**config.mk**
```make
export PLATFORM = sky130hd
export DESIGN_NAME = bus_cycle_controller_flat
export DESIGN_NICKNAME = d
export VERILOG_FILES = /design/src/rtl/bus_cycle_controller_if.sv /design/src/rtl/bus_cycle_controller.sv /design/src/flat_wrapper.sv
export SDC_FILE = /design/constraint.sdc
export NUM_CORES = 1
export LEC_CHECK = 0
export BUFFER_PORTS_ARGS = -buffer_cell sky130_fd_sc_hd__buf_2
export CORE_MARGIN = 10
export CORE_UTILIZATION = 30
export DETAILED_ROUTE_END_ITERATION = 7
export GPL_TIMING_DRIVEN = 0
export HOLD_SLACK_MARGIN = 0.1
export PLACE_DENSITY = 0.5
export RECOVER_POWER = 50
export SYNTH_ARGS = -nofsm -noshare
export SYNTH_HDL_FRONTEND = slang
export SYNTH_SLANG_ARGS = --single-unit
```
**constraint.sdc**
```tcl
create_clock -name clk_i -period 2.8 [get_ports clk_i]
set_input_delay 0.14 -clock clk_i [delete_from_list [all_inputs] [get_ports clk_i]]
set_output_delay 0.14 -clock clk_i [all_outputs]
set_load 0.005 [all_outputs]
```
**src/rtl/bus_cycle_controller_if.sv**
```systemverilog
// CPU-side bus signals between the 68k-style bus master and the cycle controller.
// The master drives strobes/selects; the controller returns the acknowledges.
interface bus_cycle_controller_if;
  logic as_n;
  logic cpu_space;
  logic sel_rom;
  logic sel_sram;
  logic sel_duart;
  logic sel_ide;
  logic dtack_duart_n;
  logic dsack0_n;
  logic dsack1_n;
  logic berr_n;
  logic busy;

  modport master (
    output as_n, cpu_space, sel_rom, sel_sram, sel_duart, sel_ide, dtack_duart_n,
    input  dsack0_n, dsack1_n, berr_n, busy
  );

  modport slave (
    input  as_n, cpu_space, sel_rom, sel_sram, sel_duart, sel_ide, dtack_duart_n,
    output dsack0_n, dsack1_n, berr_n, busy
  );
endinterface

```
**src/rtl/bus_cycle_controller.sv**
```systemverilog
// Bus cycle controller: counts wait states per decoded region and terminates each
// CPU cycle with DSACK0/DSACK1 or, on timeout, with a bus error.
module bus_cycle_controller #(
  parameter int unsigned ROM_WAIT  = 3,
  parameter int unsigned SRAM_WAIT = 1,
  parameter int unsigned IDE_WAIT  = 6,
  parameter int unsigned TIMEOUT   = 255
) (
  input  logic                      clk_i,
  input  logic                      rst_i,
  bus_cycle_controller_if.slave     bus
);

  localparam int unsigned CNT_W = 8;
  localparam logic [CNT_W-1:0] CNT_MAX     = '1;
  localparam logic [CNT_W-1:0] ROM_WAIT_C  = CNT_W'(ROM_WAIT);
  localparam logic [CNT_W-1:0] SRAM_WAIT_C = CNT_W'(SRAM_WAIT);
  localparam logic [CNT_W-1:0] IDE_WAIT_C  = CNT_W'(IDE_WAIT);
  localparam logic [CNT_W-1:0] TIMEOUT_C   = CNT_W'(TIMEOUT);

  typedef enum logic [1:0] {
    IDLE  = 2'd0,
    COUNT = 2'd1,
    ACK   = 2'd2,
    BERR  = 2'd3
  } state_e;

  typedef enum logic [2:0] {
    REG_NONE  = 3'd0,
    REG_ROM   = 3'd1,
    REG_SRAM  = 3'd2,
    REG_DUART = 3'd3,
    REG_IDE   = 3'd4
  } region_e;

  state_e           state_q, state_d;
  region_e          region_q, region_d;
  logic [CNT_W-1:0] cnt_q, cnt_d;
  logic             dsack0_q, dsack0_d;
  logic             dsack1_q, dsack1_d;
  logic             berr_q, berr_d;
  logic             busy_q, busy_d;

  region_e          region_sel_c;
  logic             ack_hit_c;

  // Priority decode of the selects; CPU space cycles never match a device.
  always_comb begin
    region_sel_c = REG_NONE;
    if (!bus.cpu_space) begin
      if (bus.sel_ide)        region_sel_c = REG_IDE;
      else if (bus.sel_duart) region_sel_c = REG_DUART;
      else if (bus.sel_sram)  region_sel_c = REG_SRAM;
      else if (bus.sel_rom)   region_sel_c = REG_ROM;
      else                    region_sel_c = REG_NONE;
    end
  end

  // Acknowledge condition for the region latched at cycle start.
  always_comb begin
    ack_hit_c = 1'b0;
    case (region_q)
      REG_ROM:   ack_hit_c = (cnt_q == ROM_WAIT_C);
      REG_SRAM:  ack_hit_c = (cnt_q == SRAM_WAIT_C);
      REG_IDE:   ack_hit_c = (cnt_q == IDE_WAIT_C);
      REG_DUART: ack_hit_c = !bus.dtack_duart_n;
      default:   ack_hit_c = 1'b0;
    endcase
  end

  // Next-state and registered-output logic; AS_n release outranks ACK, ACK outranks BERR.
  always_comb begin
    state_d  = state_q;
    region_d = region_q;
    cnt_d    = cnt_q;
    dsack0_d = 1'b1;
    dsack1_d = 1'b1;
    berr_d   = 1'b1;

    unique case (state_q)
      IDLE: begin
        if (!bus.as_n) begin
          state_d  = COUNT;
          cnt_d    = '0;
          region_d = region_sel_c;
        end
      end

      COUNT: begin
        if (bus.as_n) begin
          state_d = IDLE;
        end else if (ack_hit_c) begin
          state_d = ACK;
          if (region_q == REG_IDE) dsack1_d = 1'b0;
          else                     dsack0_d = 1'b0;
        end else if (cnt_q == TIMEOUT_C) begin
          state_d = BERR;
          berr_d  = 1'b0;
        end else if (cnt_q != CNT_MAX) begin
          cnt_d = CNT_W'(cnt_q + CNT_W'(1));
        end
      end

      ACK: begin
        if (bus.as_n) begin
          state_d = IDLE;
        end else begin
          dsack0_d = dsack0_q;
          dsack1_d = dsack1_q;
        end
      end

      BERR: begin
        if (bus.as_n) state_d = IDLE;
        else          berr_d  = 1'b0;
      end
    endcase

    busy_d = (state_d != IDLE);
  end

  always_ff @(posedge clk_i) begin
    if (rst_i) begin
      state_q  <= IDLE;
      region_q <= REG_NONE;
      cnt_q    <= '0;
      dsack0_q <= 1'b1;
      dsack1_q <= 1'b1;
      berr_q   <= 1'b1;
      busy_q   <= 1'b0;
    end else begin
      state_q  <= state_d;
      region_q <= region_d;
      cnt_q    <= cnt_d;
      dsack0_q <= dsack0_d;
      dsack1_q <= dsack1_d;
      berr_q   <= berr_d;
      busy_q   <= busy_d;
    end
  end

  assign bus.dsack0_n = dsack0_q;
  assign bus.dsack1_n = dsack1_q;
  assign bus.berr_n   = berr_q;
  assign bus.busy     = busy_q;

endmodule
```
**src/flat_wrapper.sv**
```systemverilog
// flat-port wrapper written by rule: the top's interface ports become plain ports
module bus_cycle_controller_flat 
#(
  parameter int unsigned ROM_WAIT  = 3,
  parameter int unsigned SRAM_WAIT = 1,
  parameter int unsigned IDE_WAIT  = 6,
  parameter int unsigned TIMEOUT   = 255
)
  (clk_i, rst_i, bus_as_n, bus_cpu_space, bus_sel_rom, bus_sel_sram, bus_sel_duart, bus_sel_ide, bus_dtack_duart_n, bus_dsack0_n, bus_dsack1_n, bus_berr_n, bus_busy);
  bus_cycle_controller_if bus_i ();
  input  logic clk_i;
  input  logic rst_i;
  input wire logic [$bits(bus_i.as_n)-1:0] bus_as_n;
  input wire logic [$bits(bus_i.cpu_space)-1:0] bus_cpu_space;
  input wire logic [$bits(bus_i.sel_rom)-1:0] bus_sel_rom;
  input wire logic [$bits(bus_i.sel_sram)-1:0] bus_sel_sram;
  input wire logic [$bits(bus_i.sel_duart)-1:0] bus_sel_duart;
  input wire logic [$bits(bus_i.sel_ide)-1:0] bus_sel_ide;
  input wire logic [$bits(bus_i.dtack_duart_n)-1:0] bus_dtack_duart_n;
  output wire logic [$bits(bus_i.dsack0_n)-1:0] bus_dsack0_n;
  output wire logic [$bits(bus_i.dsack1_n)-1:0] bus_dsack1_n;
  output wire logic [$bits(bus_i.berr_n)-1:0] bus_berr_n;
  output wire logic [$bits(bus_i.busy)-1:0] bus_busy;
  assign bus_i.as_n = bus_as_n;
  assign bus_i.cpu_space = bus_cpu_space;
  assign bus_i.sel_rom = bus_sel_rom;
  assign bus_i.sel_sram = bus_sel_sram;
  assign bus_i.sel_duart = bus_sel_duart;
  assign bus_i.sel_ide = bus_sel_ide;
  assign bus_i.dtack_duart_n = bus_dtack_duart_n;
  assign bus_dsack0_n = bus_i.dsack0_n;
  assign bus_dsack1_n = bus_i.dsack1_n;
  assign bus_berr_n = bus_i.berr_n;
  assign bus_busy = bus_i.busy;
  bus_cycle_controller #(.ROM_WAIT(ROM_WAIT), .SRAM_WAIT(SRAM_WAIT), .IDE_WAIT(IDE_WAIT), .TIMEOUT(TIMEOUT)) u_core (.clk_i(clk_i), .rst_i(rst_i), .bus(bus_i));
endmodule
```
### After elaboration in Yosys (flattened, before gate mapping)

Index checks and enable logic that the tools add are counted.
W data, S select, Z words.

| storage, ports and cells | value |
|---|---|
| logic and storage cells | 66 |
| register bits | 17 |
| input bits | 9 |

| operators by class | value |
|---|---|
| reduce and logical (&&, ||, !) cells | 7 |
| mux-type cells | 32 |
| eq/ne operators | 18 |
| bitwise logic cells | 1 |
| $add $sub $neg | 1 |

Operators by type and width:

| kind | count |
|---|---|
| $mux W8 | 5 |
| $pmux W8 S2 | 1 |
| $mux W1 | 12 |
| $mux W3 | 4 |
| $mux W2 | 5 |
| $ne A2 B2 Y1 const B | 5 |
| $add A8 B1 Y8 const B | 1 |
| $eq A8 B1 Y1 const B | 1 |
| $eq A8 B2 Y1 const B | 1 |
| $eq A8 B3 Y1 const B | 1 |
| $eq A8 B8 Y1 const B | 1 |
| $ne A8 B8 Y1 const B | 1 |
| $eq A3 B2 Y1 const B | 2 |
| $pmux W1 S2 | 3 |
| $pmux W2 S3 | 1 |
| $reduce_and A6 Y1 | 1 |
| $eq A2 B2 Y1 const B | 2 |
| $pmux W1 S4 | 1 |
| $reduce_bool A2 Y1 | 2 |
| $eq A3 B1 Y1 const B | 1 |
| $eq A3 B3 Y1 const B | 1 |
| $eq A2 B1 Y1 const B | 1 |
| $logic_not A2 Y1 | 1 |
| $ne A2 B1 Y1 const B | 1 |
| 4 further kinds | 4 |

### Logic depth before layout (Yosys ltp)

Gate-level depths: netlist of the first run.

| logic depth | value |
|---|---|
| word-level depth | 6 |
| gate-level depth with buffers | 7 |

### Worst setup path after synthesis of the first run

Ideal clock, no wire load.

| path | value |
|---|---|
| path type | register to register |
| from | register u_core.cnt_q[1] |
| to | register u_core.cnt_q[7] |
| path slack | 854 ps |
| stages on the path, launching flop included | 8 |
| setup time | 71 ps |
| path buffers | 1 |
| arrival time | 1875 ps |
| cell sequence | dfxtp_1 -> ha_1 -> and2_1 -> a41o_1 -> buf_2 -> or3_1 -> or3_1 -> a21oi_1 |

| on the way | value |
|---|---|
| cells in the longest elaborated chain, start to end | 6 |
| elaborated cells between the ends (all ways) | 16 |

Ends and longest elaborated chain:

| element | line | text |
|---|---|---|
| start: declaration | bus_cycle_controller.sv:38 | `logic [CNT_W-1:0] cnt_q, cnt_d;` |
| start signal: assignment | bus_cycle_controller.sv:134 | `cnt_q <= cnt_d;` |
| $add A8 B1 Y8 | bus_cycle_controller.sv:100 | `cnt_d = CNT_W'(cnt_q + CNT_W'(1));` |
| $mux W8 | bus_cycle_controller.sv:99 | `end else if (cnt_q != CNT_MAX) begin` |
| $mux W8 | bus_cycle_controller.sv:96 | `end else if (cnt_q == TIMEOUT_C) begin` |
| $mux W8 | bus_cycle_controller.sv:92 | `end else if (ack_hit_c) begin` |
| $mux W8 | bus_cycle_controller.sv:90 | `if (bus.as_n) begin` |
| $pmux W8 S2 | bus_cycle_controller.sv:80 | `unique case (state_q)` |

Parallel ways exist; a longest one is shown, timed or not. The select of a mux whose other input is x is not followed.
A chain may end at the register's enable or synchronous reset.

### Worst setup path after layout of the first run

| path | value |
|---|---|
| from | register u_core.cnt_q[0] |
| to | register u_core.cnt_q[7] |

The elaborated chain is that of the path after synthesis.

==> impl_metrics.env, run 1 <==
export IMPL_layout_worst_path_cycle_share_pct=76.0
export IMPL_numPlacedInstances=145
export IMPL_worst_ep_required_time_ps=3020
export IMPL_ctsLongestPathBuffers=2
export IMPL_ys_ff_latch=17
export IMPL_power_switching_mw=0.103
export IMPL_netlist_area_sq_um=890
export IMPL_core_area_sq_um=2810
export IMPL_post_drt_antenna_nets=0
export IMPL_maxCapViolations=0
export IMPL_cts_reportedPaths_clkPinSlew_ps=100
export IMPL_postLayoutSetupSlackWorst_ps=673
export IMPL_numCtsBuffers=3
export IMPL_mappedNetlistNets=112
export IMPL_synth_top_cells_by_area="dfxtp_1 (38%), a21oi_1 (5.1%), or3_1 (4.9%)"
export IMPL_die_area_sq_um=5540
export IMPL_yosysMostFrequentCell="dfxtp_1"
export IMPL_die_h_um=74.5
export IMPL_pwr_density_cell_nw_per_um2=409
export IMPL_cts_root_buf="clkbuf_4"
export IMPL_yosys_most_used_dff="dfxtp_1"
export IMPL_grt_overflow=0
export IMPL_synthDominantCellAreaShare_pct=38.3
export IMPL_floorplan_die_width_um=74.5
export IMPL_timing_hold_worst_class="primary input to flip-flop"
export IMPL_worst_setup_path_end_kind="flip-flop"
export IMPL_vias=844
export IMPL_final_layout_size_suffix_gt1_share_pct=17.5
export IMPL_dr_pass1_iters=4
export IMPL_starting_utilization_of_the_core_area_pct=31.7
export IMPL_final_antenna_diode_count=0
export IMPL_clockPowerShare_pct=30.8
export IMPL_detailed_place_hpwl_mm=1.57
export IMPL_min_from="bus_cpu_space"
export IMPL_max_clock_freq_mhz=470
export IMPL_comb_power_share_pct=9.9
export IMPL_grt_start_max_net_pins=11
export IMPL_postSynthAreaPerCell_sq_um=8.72
export IMPL_drt_wl_total_mm=2.05
export IMPL_synth_top_cells_by_count="dfxtp_1 (17), a21oi_1 (9), nor2_1 (7), or3_1 (7), nand2_1 (5)"
export IMPL_synth_edf_count=0
export IMPL_rsz0062_at_grt="false"
export IMPL_final_max_slew_viol_count=0
export IMPL_worstMarginPinSlew_ps=484
export IMPL_design_final_nets=131
export IMPL_finalClockSkew_ps=4.72
export IMPL_syn_to_final_growth_pct=16.0
export IMPL_timing_final_setup_violations=0
export IMPL_cts_resized=0
export IMPL_dp_worst_slack_ps=716
export IMPL_row_count=19
export IMPL_seq_power_share_pct=59.3
export IMPL_grt_antenna_before_repair=0
export IMPL_post_drt_wl_per_cell_um=13.5
export IMPL_yosys_warnings=0
export IMPL_count_of_buffers_from_port_buffering=12
export IMPL_route_detailed_drc=0
export IMPL_power_ir_vdd_worst_mv=0.147
export IMPL_internal_power_mw=0.319
export IMPL_worstPathArrival_ps=2350
export IMPL_run_status="completed"
export IMPL_vias_in_the_first_global_route=755
export IMPL_synthArstFlopShare_pct=0
export IMPL_worst_setup_path_start_kind="flip-flop"
export IMPL_hold_path_cell_count=4
export IMPL_drt_first_iter_violations=70
export IMPL_period_needed_ps=2130
export IMPL_clkSinkCount=17
export IMPL_critical_path_startpoint="u_core.cnt_q[0]$_SDFFE_PP0P_"
export IMPL_hold_ws_ps=186
export IMPL_drt_vias_per_instance=5.59
export IMPL_critical_path_reg2reg_startpoint="u_core.cnt_q[0]$_SDFFE_PP0P_"
export IMPL_finalWeightedCongestion=0.676
export IMPL_fin_setup_tns_ps=0
export IMPL_ys_seq_area_share_pct=38.3
export IMPL_htree_num_levels=1
export IMPL_synth_cells=102
export IMPL_yosys_cell_types_count=40
export IMPL_critical_path_class="flip-flop to flip-flop"
export IMPL_first_pass_grt_wire_length_mm=3.57
export IMPL_layoutNonFillerInstCount=151
export IMPL_leakagePower_nw=0.318
export IMPL_netlist_top_cell_by_area="dfxtp_1"
export IMPL_hold_violations=0
export IMPL_worst_slew_margin_rel_pct=67.7
export IMPL_tritoncts="built"
export IMPL_track_usage_pct=8.25
export IMPL_worstRegToRegCells=7
export IMPL_worstSkewPairLatency_ps=290
export IMPL_netSwitchingFraction_pct=24.4
export IMPL_design_portCount=13
export IMPL_crit_fanout=10
## critical path, stage by stage (launching register included)
cell	delay, ps
dfxtp_1	370
ha_1	220
and2_1	210
a41o_1	250
buf_2	180
or3_1	380
or3_1	310
a21oi_1	140
## state kept, by name, summed over array words and instances (netlist names)
signal,flops
u_core.cnt_q,8
u_core.region_q,3
u_core.state_q,2
u_core.bus.berr_n,1
u_core.bus.busy,1
u_core.bus.dsack0_n,1
u_core.bus.dsack1_n,1
## area by class of cell
cell class	count	area, sq um
Tap cell	31	38.8
Inverter	2	7.51
Sequential cell	17	340
Clock buffer	4	26.3
Buffer	5	27.5
Fill cell	300	1770
Multi-Input combinational cell	78	514
Timing Repair Buffer	14	77.6
## what timing repair did
| action | 4_1_cts | 5_1_grt |
|---|---|---|
| hold buffers | 2 | 0 |
| endpoints found under the hold margin | 5 | 0 |
| setup buffers | 0 | 0 |
## through the flow
stage               cell area, sq um  utilization, %  power (mW)
floorplan                        890               -       0.281
global placement                 988            35.2       0.295
detailed placement               988            35.2       0.296
CTS                             1030            36.9       0.432
global route                    1030            36.8       0.451
finish                          1030            36.8       0.422
## placed cells by master, fill, tap and decap left out, types with 2 or more instances in the layout
master         count
dfxtp_1           17
buf_2             11
a21oi_1            9
nor2_1             7
or3_1              7
nand2_1            5
clkbuf_1           5
a21oi_2            4
o21ai_1            4
o31ai_1            3
or4_1              3
nor4_1             3
clkbuf_4           3
nand3b_1           2
nor3_1             2
o211ai_1           2
nand3_1            2
nand4_1            2
inv_1              2
o21ai_0            2
o22a_1             2
nor3b_1            2
dlygate4sd3_1      2
## kinds of logic after synthesis
logic type	synth area share, %
flops	38.3
fa+ha+maj	1.41
simple gates	27.7
buf+inv	3.94
mux	1.13
compound gates	27.6
## worst paths after layout
| path | end | slack (ps) |
|---|---|---|
| hold reg to reg | u_core.bus.dsack0_n$_SDFFE_PP1P_ | 470 |
| hold / removal | u_core.region_q[2]$_SDFFE_PP0P_ | 190 |
| setup reg to reg | u_core.cnt_q[7]$_SDFFE_PP0P_ | 670 |
| setup / recovery | u_core.cnt_q[7]$_SDFFE_PP0P_ | 670 |
## routing by layer
metal  global-route usage, %  vias to the layer above  routed length [um]  part of all wire, %
met4                    2.52                        0                  17                 0.83
li1                        -                      427                   -                    -
met1                    10.5                      398                1020                   50
met5                       0                        -                   0                    0
met2                    12.2                       17                 931                   46
met3                    3.72                        2                  79                  3.9
## power by group through the flow
stage	sequential [mW]	combinational [mW]	clock, mW
final	0.250	0.0419	0.130
after global routing	0.252	0.0479	0.151
after CTS	0.250	0.0426	0.139
after detailed placement	0.256	0.0403	0
after global placement	0.256	0.0391	0
after floorplan	0.255	0.0259	0
Note: power is estimated with default switching activity, not from simulation.
==> inputs of run 2 (changes only) <==
clock period = 2.1 ns   (was 2.8 ns; I/O delays follow)
==> impl_metrics.env, run 2 (synthesis results as in run 1) <==
export IMPL_run_status="completed"
export IMPL_globalRouteMet2Util_pct=12.1
export IMPL_largestRegisters="u_core.cnt_q (8), u_core.region_q (3), u_core.state_q (2)"
export IMPL_timing_final_setup_violations=0
export IMPL_critPathMaxStageDelay_ps=370
export IMPL_layout_cells_most_common="dfxtp_1"
export IMPL_final_max_slew_viol_count=0
export IMPL_critical_path_startpoint="u_core.cnt_q[0]$_SDFFE_PP0P_"
export IMPL_rsz0062_at_grt="true"
export IMPL_min_from="bus_cpu_space"
export IMPL_final_antenna_diode_count=0
export IMPL_pwr_density_cell_nw_per_um2=535
export IMPL_post_drt_wl_per_cell_um=13.6
export IMPL_numCtsBuffers=3
export IMPL_first_pass_grt_wire_length_mm=3.55
export IMPL_die_area_sq_um=5540
export IMPL_dp_worst_slack_ps=15.6
export IMPL_worst_setup_path_end_kind="flip-flop"
export IMPL_maxCapViolations=0
export IMPL_worstMarginPinSlew_ps=470
export IMPL_finalClockSkew_ps=4.94
export IMPL_fin_setup_tns_ps=0
export IMPL_finalWeightedCongestion=0.676
export IMPL_cell_family_with_most_cp_delay="simple AND/OR/NAND/NOR gates"
export IMPL_worst_slew_margin_rel_pct=68.7
export IMPL_count_of_buffers_from_port_buffering=12
export IMPL_critical_path_slowest_cell="dfxtp_4"
export IMPL_hold_ws_ps=151
export IMPL_worst_setup_path_start_kind="flip-flop"
export IMPL_grt_met1_usage_pct=10.5
export IMPL_max_clock_freq_mhz=496
export IMPL_grt_use_met3_pct=3.72
export IMPL_timing_hold_worst_class="primary input to flip-flop"
export IMPL_critical_path_reg2reg_startpoint="u_core.cnt_q[0]$_SDFFE_PP0P_"
export IMPL_ctsLongestPathBuffers=2
export IMPL_track_usage_pct=8.23
export IMPL_period_needed_ps=2020
export IMPL_leakagePower_nw=0.327
export IMPL_layout_worst_path_cycle_share_pct=96.1
export IMPL_critPathBufInv=1
export IMPL_final_layout_size_suffix_gt1_share_pct=21.5
export IMPL_drt_vias_per_instance=5.55
export IMPL_rr_endpoint="u_core.cnt_q[7]$_SDFFE_PP0P_"
export IMPL_worst_ep_required_time_ps=2320
export IMPL_power_ir_vdd_worst_mv=0.195
export IMPL_route_detailed_drc=0
export IMPL_grt_overflow=0
export IMPL_critical_path_class="flip-flop to flip-flop"
export IMPL_termination_of_the_worst_setup_path="u_core.cnt_q[7]$_SDFFE_PP0P_"
export IMPL_worstPathArrival_ps=2240
export IMPL_tritoncts="built"
export IMPL_worstSkewPairLatency_ps=290
export IMPL_largest_register="u_core.cnt_q"
export IMPL_worstPathCellList="ha_1 -> and2_4 -> a41o_1 -> buf_4 -> or3_1 -> or3_1 -> a21oi_1"
export IMPL_grt_start_max_net_pins=11
export IMPL_hold_violations=0
export IMPL_grt_antenna_before_repair=0
export IMPL_post_drt_antenna_nets=0
export IMPL_layoutNonFillerInstCount=152
export IMPL_row_count=19
export IMPL_die_h_um=74.5
export IMPL_worstRegToRegCells=7
export IMPL_cts_reportedPaths_clkPinSlew_ps=100
export IMPL_htree_num_levels=1
export IMPL_design_portCount=13
export IMPL_floorplan_die_width_um=74.5
export IMPL_cts_root_buf="clkbuf_4"
export IMPL_postLayoutSetupSlackWorst_ps=82.0
export IMPL_design_final_nets=132
export IMPL_largest_register_ff_count=8
export IMPL_vias_in_the_first_global_route=749
export IMPL_detailed_place_hpwl_mm=1.57
export IMPL_crit_fanout=10
export IMPL_drt_wl_total_mm=2.06
export IMPL_starting_utilization_of_the_core_area_pct=31.7
export IMPL_numPlacedInstances=145
export IMPL_vias=844
export IMPL_clkSinkCount=17
export IMPL_globalRoute_busiestLayer="met2"
export IMPL_mostFrequentLayoutCells="dfxtp_1 (15), buf_2 (10), a21oi_1 (8), nor2_1 (7), or3_1 (7)"
export IMPL_syn_to_final_growth_pct=18.4
export IMPL_dr_pass1_iters=4
export IMPL_worst_path_stages=7
export IMPL_crit_top_cell="or3_1"
export IMPL_ff2ff_setup_slack_ps=80
export IMPL_power_mw=0.564
export IMPL_core_area_sq_um=2810
export IMPL_drt_first_iter_violations=48
## run 2: worst min-delay path, delay by kind of cell
kind                   cells  cell delay (ps)
AOI/OAI and AO/OA          1              100
buffers and inverters      1              100
and+or+nand+nor            2               90
## run 2: layer usage
layer | routed length (um) | vias to the layer above | part of all wire, %
li1 | - | 431 | -
met1 | 1020 | 401 | 49
met2 | 957 | 10 | 46
met3 | 69 | 2 | 3.3
met4 | 17 | 0 | 0.82
met5 | 0 | - | 0
## run 2: cell type report
type	count	area, sq um
fill	303	1750
multi-input combinational	78	520
sequential	17	345
timing repair buffer	15	85.1
tap	31	38.8
buffer	5	30.0
clock buffer	4	26.3
inverter	2	7.51
## run 2: repair_timing
item                                   CTS  global route
setup buffers                            0             1
gates resized for setup                  2             6
pin swaps                                0             2
endpoints found under the hold margin    5             0
hold buffers                             2             0
setup endpoints to repair                1            10
## run 2: worst min path at each step
stage / depth (start not counted) / slack, ps / end
floorplan: 1 / 180 / u_core.region_q[0]$_SDFFE_PP0P_
global placement: 2 / 310 / u_core.state_q[1]$_SDFF_PP0_
detailed placement: 2 / 310 / u_core.state_q[1]$_SDFF_PP0_
CTS: 4 / 140 / u_core.region_q[2]$_SDFFE_PP0P_
global route: 4 / 150 / u_core.region_q[2]$_SDFFE_PP0P_
finish: 4 / 150 / u_core.region_q[2]$_SDFFE_PP0P_
## run 2: power breakdown
| part | leakage, nW | internal, mW | total [mW] | switching (mW) |
|---|---|---|---|---|
| Clock | 0.0150 | 0.0738 | 0.173 | 0.0993 |
| Combinational | 0.173 | 0.0245 | 0.0571 | 0.0326 |
| Sequential | 0.139 | 0.328 | 0.333 | 0.00582 |
## run 2: per-stage QoR
| step | utilization (%) | instance area [sq um] |
|---|---|---|
| finish | 37.6 | 1050 |
| global route | 37.6 | 1050 |
| CTS | 37.0 | 1040 |
| detailed placement | 35.2 | 988 |
| global placement | 35.2 | 988 |
| floorplan | - | 890 |
==> inputs of run 3 (changes only) <==
CORE_UTILIZATION = 54   (was 30)
PLACE_DENSITY = 0.79   (was 0.5)
==> impl_metrics.env, run 3 (synthesis results as in run 1) <==
export IMPL_period_needed_ps=2010
export IMPL_worst_slew_margin_rel_pct=68.5
export IMPL_die_h_um=60.6
export IMPL_power_switching_mw=0.143
export IMPL_seq_power_share_pct=58.9
export IMPL_critical_path_class="flip-flop to flip-flop"
export IMPL_maxCapViolations=0
export IMPL_worstSkewPairLatency_ps=290
export IMPL_floorplan_die_width_um=60.6
export IMPL_largest_register="u_core.cnt_q"
export IMPL_htree_num_levels=1
export IMPL_starting_utilization_of_the_core_area_pct=58.4
export IMPL_worst_setup_path_start_kind="flip-flop"
export IMPL_grt_antenna_before_repair=0
export IMPL_design_final_nets=133
export IMPL_worst_setup_path_end_kind="flip-flop"
export IMPL_finalClockSkew_ps=3.88
export IMPL_hold_violations=0
export IMPL_final_layout_size_suffix_gt1_share_pct=23.0
export IMPL_numCtsBuffers=3
export IMPL_count_of_buffers_from_port_buffering=12
export IMPL_grt_overflow=0
export IMPL_grt_start_max_net_pins=11
export IMPL_post_drt_antenna_nets=0
export IMPL_rsz0062_at_grt="false"
export IMPL_run_status="completed"
export IMPL_track_usage_pct=11.7
export IMPL_fin_setup_tns_ps=0
export IMPL_pwr_density_cell_nw_per_um2=546
export IMPL_die_area_sq_um=3670
export IMPL_finalWeightedCongestion=0.884
export IMPL_largest_register_ff_count=8
export IMPL_final_antenna_diode_count=0
export IMPL_max_clock_freq_mhz=499
export IMPL_design_portCount=13
export IMPL_crit_fanout=10
export IMPL_vias=837
export IMPL_row_count=14
export IMPL_numPlacedInstances=130
export IMPL_n_fill_cell=130
export IMPL_comb_power_share_pct=10.0
export IMPL_post_drt_wl_per_cell_um=14.3
export IMPL_layoutNonFillerInstCount=138
export IMPL_dr_pass1_iters=4
export IMPL_leakagePower_nw=0.336
export IMPL_detailed_place_hpwl_mm=1.46
export IMPL_power_ir_vdd_worst_mv=0.347
export IMPL_cts_root_buf="clkbuf_4"
export IMPL_route_detailed_drc=0
export IMPL_cts_reportedPaths_clkPinSlew_ps=100
export IMPL_timing_hold_worst_class="primary input to flip-flop"
export IMPL_power_mw=0.567
export IMPL_vias_in_the_first_global_route=769
export IMPL_netSwitchingFraction_pct=25.2
export IMPL_final_max_slew_viol_count=0
export IMPL_worst_ep_required_time_ps=2330
export IMPL_clkSinkCount=17
export IMPL_clockPowerShare_pct=31.1
export IMPL_ctsLongestPathBuffers=2
export IMPL_layout_worst_path_cycle_share_pct=95.5
export IMPL_drt_first_iter_violations=13
export IMPL_internal_power_mw=0.424
export IMPL_core_area_sq_um=1520
export IMPL_drt_vias_per_instance=6.07
export IMPL_worstMarginPinSlew_ps=473
export IMPL_worstPathArrival_ps=2240
export IMPL_syn_to_final_growth_pct=16.7
export IMPL_timing_final_setup_violations=0
export IMPL_first_pass_grt_wire_length_mm=3.35
export IMPL_drt_wl_total_mm=1.97
export IMPL_layout_cells_most_common="dfxtp_1"
export IMPL_largestRegisters="u_core.cnt_q (8), u_core.region_q (3), u_core.state_q (2)"
export IMPL_tritoncts="built"
export IMPL_mostFrequentLayoutCells="dfxtp_1 (14), buf_2 (10), a21oi_1 (9), nor2_1 (7), or3_1 (7)"
==> run 3: routing by layer <==
| metal | global-route usage, % | up-vias | share of wire, % |
|---|---|---|---|
| met2 | 18.6 | 8 | 50 |
| met3 | 3.13 | 5 | 2.9 |
| met1 | 14.1 | 391 | 46 |
| met5 | 0 | - | 0 |
| met4 | 5.64 | 0 | 1.7 |
| li1 | - | 433 | - |
==> run 3: power by group through the flow <==
| stage | logic [mW] | registers, mW | clock network, mW |
|---|---|---|---|
| after floorplan | 0.0345 | 0.340 | 0 |
| after global placement | 0.0509 | 0.341 | 0 |
| after detailed placement | 0.0523 | 0.341 | 0 |
| after CTS | 0.0556 | 0.333 | 0.180 |
| after global routing | 0.0635 | 0.335 | 0.204 |
| final | 0.0566 | 0.334 | 0.176 |
==> run 3: timing repair <==
| action | CTS | global route |
|---|---|---|
| hold buffers | 2 | 0 |
| setup buffers | 0 | 2 |
| endpoints found under the hold margin | 5 | 0 |
| setup endpoints to repair | 0 | 10 |
| resized for setup | 0 | 7 |
==> run 3: final timing paths <==
path                                                        from                               end  slack (ps)  cells past startpoint
worst min register to register  u_core.bus.dsack0_n$_SDFFE_PP1P_  u_core.bus.dsack0_n$_SDFFE_PP1P_         470                      1
worst max-delay path                u_core.cnt_q[0]$_SDFFE_PP0P_      u_core.cnt_q[7]$_SDFFE_PP0P_          90                      7
worst max register to register      u_core.cnt_q[0]$_SDFFE_PP0P_      u_core.cnt_q[7]$_SDFFE_PP0P_          90                      7
worst min-delay path                               bus_cpu_space   u_core.region_q[2]$_SDFFE_PP0P_         130                      4
==> run 3: critical path, stage by stage, from the launching register on <==
cell	delay, ps
dfxtp_2	350
ha_1	210
and2_4	180
a41o_1	240
buf_4	170
or3_1	350
or3_1	310
a21oi_1	130
==> run 3: area by class of cell <==
cell class | count | area [sq um] | share of cell area (%)
clock inverters | 1 | 5.00 | 0.482
multi-input cells | 78 | 517 | 49.8
plain buffers | 5 | 30.0 | 2.89
flip-flops and latches | 17 | 344 | 33.1
clock buffers | 3 | 22.5 | 2.17
inverters | 2 | 7.51 | 0.723
repair buffers | 16 | 92.6 | 8.92
well taps | 16 | 20.0 | 1.93
==> run 3: through the flow <==
step	area, sq um	hold WS, ps	worst slack, ps	utilization, %
6_report	1040	132	94.1	68.1
3_3_place_gp	970	311	57.0	63.6
5_1_grt	1040	149	7.96	68.1
4_1_cts	1020	132	13.4	66.7
2_1_floorplan	890	177	154	-
3_5_place_dp	970	318	35.5	63.6
